$ cat src/rtl/ccd_pixel_capture.sv
// Camera front-end capture: registers raw sensor strobes, gates capture on whole
// frames under start/stop control and tags each valid pixel with its column/row.
module ccd_pixel_capture #(
  parameter int COLS = 1280,
  parameter int ROWS = 960
) (
  input  logic        iCLK,
  input  logic        iRST,
  input  logic [11:0] iDATA,
  input  logic        iFVAL,
  input  logic        iLVAL,
  input  logic        iSTART,
  input  logic        iEND,
  output logic [11:0] oDATA,
  output logic        oDVAL,
  output logic [10:0] oX_Cont,
  output logic [10:0] oY_Cont,
  output logic [31:0] oFrame_Cont,
  output logic        oBUSY,
  output logic        oLINE_ERR
);

  localparam logic [10:0] X_LAST = 11'(COLS - 1);
  localparam logic [10:0] Y_LAST = 11'(ROWS - 1);

  typedef enum logic [1:0] {IDLE, ARMED, CAPTURE} state_t;

  state_t      state;
  logic        stop_pend;
  logic [11:0] data_d;
  logic        fval_d, lval_d, fval_q, lval_q;
  logic [10:0] x_cnt, y_cnt;
  logic [10:0] x_cur, y_cur;
  logic        frame_start, frame_end, lval_fall;
  logic        cap_now, pix;

  function automatic logic [10:0] wrap_inc(input logic [10:0] v, input logic [10:0] last);
    return (v == last) ? 11'd0 : v + 11'd1;
  endfunction

  // Stage 1: input registers and edge history
  always_ff @(posedge iCLK or posedge iRST) begin
    if (iRST) begin
      data_d <= '0;
      fval_d <= 1'b0;
      lval_d <= 1'b0;
      fval_q <= 1'b0;
      lval_q <= 1'b0;
    end else begin
      data_d <= iDATA;
      fval_d <= iFVAL;
      lval_d <= iLVAL;
      fval_q <= fval_d;
      lval_q <= lval_d;
    end
  end

  assign frame_start = fval_d & ~fval_q;
  assign frame_end   = ~fval_d & fval_q;
  assign lval_fall   = ~lval_d & lval_q;

  // The ARMED->CAPTURE transition cycle already captures its pixel.
  assign cap_now = (state == CAPTURE) || (state == ARMED && frame_start && !iEND);
  assign pix     = cap_now & fval_d & lval_d;

  always_comb begin
    x_cur = frame_start ? 11'd0 : x_cnt;
    y_cur = frame_start ? 11'd0 : y_cnt;
  end

  // Control FSM, busy flag and completed-frame counter
  always_ff @(posedge iCLK or posedge iRST) begin
    if (iRST) begin
      state       <= IDLE;
      stop_pend   <= 1'b0;
      oBUSY       <= 1'b0;
      oFrame_Cont <= '0;
    end else begin
      if (state == CAPTURE && frame_end)
        oFrame_Cont <= oFrame_Cont + 32'd1;
      case (state)
        IDLE: begin
          if (iSTART && !iEND) begin
            state <= ARMED;
            oBUSY <= 1'b1;
          end
        end
        ARMED: begin
          if (iEND) begin
            state <= IDLE;
            oBUSY <= 1'b0;
          end else if (frame_start) begin
            state <= CAPTURE;
          end
        end
        CAPTURE: begin
          if (frame_end && (stop_pend || iEND)) begin
            state     <= IDLE;
            stop_pend <= 1'b0;
            oBUSY     <= 1'b0;
          end else if (iEND) begin
            stop_pend <= 1'b1;
          end
        end
        default: begin
          state     <= IDLE;
          stop_pend <= 1'b0;
          oBUSY     <= 1'b0;
        end
      endcase
    end
  end

  // Stage 2: pixel outputs and position counters
  always_ff @(posedge iCLK or posedge iRST) begin
    if (iRST) begin
      oDATA     <= '0;
      oDVAL     <= 1'b0;
      oX_Cont   <= '0;
      oY_Cont   <= '0;
      oLINE_ERR <= 1'b0;
      x_cnt     <= '0;
      y_cnt     <= '0;
    end else begin
      oDVAL     <= pix;
      oLINE_ERR <= 1'b0;
      if (pix) begin
        oDATA   <= data_d;
        oX_Cont <= x_cur;
        oY_Cont <= y_cur;
        if (x_cur == X_LAST) begin
          x_cnt <= 11'd0;
          y_cnt <= wrap_inc(y_cur, Y_LAST);
        end else begin
          x_cnt <= x_cur + 11'd1;
          y_cnt <= y_cur;
        end
      end else if (cap_now && lval_fall && x_cur != 11'd0) begin
        // Short line: realign to the start of the next row.
        x_cnt     <= 11'd0;
        y_cnt     <= wrap_inc(y_cur, Y_LAST);
        oLINE_ERR <= 1'b1;
      end else begin
        x_cnt <= x_cur;
        y_cnt <= y_cur;
      end
    end
  end

endmodule

$ cat config.mk
export PLATFORM = sky130hd
export DESIGN_NAME = ccd_pixel_capture
export DESIGN_NICKNAME = d
export VERILOG_FILES = /design/src/rtl/ccd_pixel_capture.sv
export SDC_FILE = /design/constraint.sdc
export NUM_CORES = 1
export LEC_CHECK = 0
export CAP_MARGIN = 10
export CORE_AREA = 2 2 107 109
export DETAILED_ROUTE_END_ITERATION = 7
export DIE_AREA = 0 0 109 111
export PLACE_DENSITY = 0.68
export SLEW_MARGIN = 20
export SYNTH_ARGS = -nofsm -noshare
export SYNTH_HDL_FRONTEND = slang
export SYNTH_SLANG_ARGS = --single-unit
$ cat constraint.sdc
create_clock -name iCLK -period 3.8 [get_ports iCLK]
set_clock_uncertainty 0.15 [all_clocks]
set_input_delay 0.38 -clock iCLK [delete_from_list [all_inputs] [get_ports iCLK]]
set_output_delay 0.38 -clock iCLK [all_outputs]
set_load 0.01 [all_outputs]
==> summary.md <==
| Metric | Value |
|---|---|
| PwrDens | between 400 and 500 mW/mm2 |
| Post-synth EDFFs | 0 |
| Tmin final | 2.70 ns |
| Lkg Pwr | about 0.0027 uW |
| Clock sinks | 110 |
| Post-Synthesis Cells | 474 |
| Sequential share of the synthesized area | 0.572 |
| Slew margin rel. | 0.587 |
| Drt wl/cell | roughly 14 um |
| P&R area growth vs syn | 27.6% |
| List of most frequent post-synthesis cells | dfrtp_1 (110), nand2_1 (110), o21ai_1 (30), nand3_1 (25), nor2_1 (23) |
| Post-Syn Nets | roughly 500 |
| Post-synthesis adder-cell area fraction | 0.0104 |
| Placed cell count | 692 |
| Fin nets | a little under 600 |
| Clock transition at path regs | 0.07 ns |
| CTS resizes | 0 |
| Core area | 0.0111 mm2 |
| Die ar. | ~0.012 mm2 |
| Rows | 39 |
| Buffers on Ports | 86 |
| Synth top area share | 0.572 |
| FF-to-FF setup slack | between 1 and 1.5 ns |
| Clk_lat worst skew | 0.34 ns |
| Simple-Gate Fraction of Synth Area | 0.219 |
| XOR/XNOR Fraction of Synth Area | 0.0601 |
| Hold buffers post-CTS | 0 |
| Critical path endpoint category | flip-flop |
| DRT antenna net count | 0 |
| Slew Viols, Final | 0 |
| Largest net degree at the start of global routing | 111 |
| Synth Register Bits | 110 |
| WS Path Type | reg -> reg |
| Post-Layout Cell Count | 706 |
| DRT iter0 DRCs | 187 |
| Worst slew pin tran | 0.619 ns |
| First-pass GRT wire length | 17.1 mm |
| Root Buffer | clkbuf_16 |
| Mux cell area share after synthesis | 0.0125 |
| CTS buffer count | 9 |
| Largest stage delay, worst path | 0.52 ns |
| Reg2reg start | fval_q |
| Top post-synthesis cells by area | dfrtp_1 (57%), nand2_1 (8.6%), o21ai_1 (3.1%) |
| CP required | a little under 4 ns |
| HP Start | data_d[3] |
| Worst-path fanout max | 8 |
| # IOs | slightly below 90 |
| Startpoint types | flip-flop |
| Most used cell along the critical path | nand2b_1 |
| Starting Density | 0.434 |
| Ys async rst share | 1.00 |
| Drt total wl | 10.1 mm |
| DRT Pass-1 Iters | 4 |
| WP buf/inv | 2 |
| Levels on crit path | 10 |
| Final setup vio count | 0 |
| H-tree level count | 3 |
| Reg2reg end | x_cnt[3] |
| Mapped Area | 0.00481 mm2 |
| CP top delay family | compound AO/OA/AOI/OAI gates |
| Drt drc | 0 |
| RD Place Congestion | 0.840 |
| CP max stage cell | a21oi_1 |
| # Max-Cap Violations | 0 |
| Clock Path Buffers | 2 |
| Initial antenna violation count | 0 |
| Vias | 3671 |
| VDD IR max | approximately 0.27 mV |
| DP HPWL | about 7.1 mm |
| CTS tree | done |
| Share of cells above drive strength 1 | 0.0586 |
| Synth Area in Compound Gates | 0.0937 |
| Most used DFF post-synth | dfrtp_1 |
| Worst Hold End | oDATA[3] |
| RSZ-0062 raised after global routing | false |
| # diodes | 0 |
| Worst Hold Depth | 2 |
| Total Routing Usage GR | 0.177 |
| Die Wd | between 100 and 150 um |
| Synth warnings | 0 |
| CP Cell Sequence | nand2b_1, nand2_1, inv_1, ha_1, nand3_1, nor4b_1, a21oi_1, buf_4, nand2b_1, a311oi_1 |
| # fillers | ~980 |
| Post-CTS setup buffers | 0 |
| Synthesized area per cell | 10.1 um2 |
| Setup TNS | 0 ns |
| Reg2Reg Depth | 10 |
| Fmax achieved | 371 MHz |
| Routed vias/inst | 5.20 |
| Grt total ovfl | 0 |
| Chip Height | 111 um |
| Final Cycle Share | 0.709 |
| Final hold vios | 0 |
| Top cell type by total area after synthesis | dfrtp_1 |
| Run status | finished, final reports clean |
| Netlist cell types | 50 |
| Vias in the first global route | 3595 |
| Largest family of logic cells by synthesized area | simple AND/OR/NAND/NOR gates |
| Crit path DAT | 2.80 ns |
| HP Class | reg -> reg |
==> per-stage QoR <==
stage / utilization / cell area, um2 / total power, uW / worst slack, ns / hold WS (ns)
finish: 0.554 / 6140 / 2820 / 1.10 / 0.286
global route: 0.554 / 6140 / 2960 / 0.869 / 0.305
CTS: 0.554 / 6140 / 2850 / 1.11 / 0.289
detailed placement: 0.527 / 5840 / 1900 / 0.979 / 0.272
global placement: 0.527 / 5840 / 1890 / 0.999 / 0.270
floorplan: - / 4810 / 1620 / 0.368 / 0.233
==> sequential cells by signal, summed over array words and instances, names as in the netlist <==
register and flops:
lval_q 1, oLINE_ERR 1, x_cnt 11, oDVAL 1
state 2, fval_q 1, oX_Cont 11, fval_d 1
data_d 12, y_cnt 11, oY_Cont 11, oFrame_Cont 32
oBUSY 1, stop_pend 1, oDATA 12, lval_d 1
==> worst min-delay path, stage by stage, from the launching register on <==
cell and delay (ns):
dfrtp_1 0.32, nand2_1 0.04, nand2_1 0.04
==> worst max path at each step <==
stage,start,slack [ns],to
CTS,fval_q,1.11,x_cnt[3]
global route,fval_q,0.87,x_cnt[3]
detailed placement,iEND,0.98,y_cnt[8]
finish,fval_q,1.10,x_cnt[3]
floorplan,iRST,0.37,data_d[0]
global placement,iEND,1.0,y_cnt[8]
==> area by class of cell <==
cell class	instances	area [um2]	area share
Clock inverter	3	43.8	0.00713
Clock buffer	11	253	0.0412
Timing Repair Buffer	94	933	0.152
Tap cell	143	179	0.0291
Inverter	16	63.8	0.0104
Sequential cell	110	2750	0.448
Multi-Input combinational cell	329	1910	0.312
==> cell families after synthesis <==
family          Yosys count
simple gates            214
buf+inv                  35
xor+xnor                 33
mux                       6
flops                   110
fa+ha+maj                 4
compound gates           72
==> per-layer routing <==
metal	vias to the layer above	GRT usage	share of wire
li1	1782	-	-
met1	1785	0.251	0.47
met2	88	0.268	0.47
met3	16	0.0364	0.045
met4	0	0.0624	0.017
met5	-	0	0
==> where the power goes <==
part / internal [uW] / leakage [uW] / switching [uW]
Clock: 541 / 0.000148 / 406
Sequential: 1290 / 0.00147 / 87.0
Combinational: 268 / 0.00111 / 224
Total: 2100 / 0.00273 / 717
==> cells in the final DEF, fill, tap and decap left out, types with 5 or more instances in the layout <==
cell type	instances
nand2_1	110
dfrtp_1	110
clkdlybuf4s50_1	86
o21ai_1	30
nand3_1	25
nor2_1	23
xnor2_1	17
xor2_1	16
inv_1	13
a21oi_1	13
clkbuf_16	9
and3_1	7
nand4_1	7
nand2b_1	7
buf_4	7
mux2i_1	6
a22oi_1	5
nor3_1	5
No activity file was read; power rests on OpenSTA's default activity.
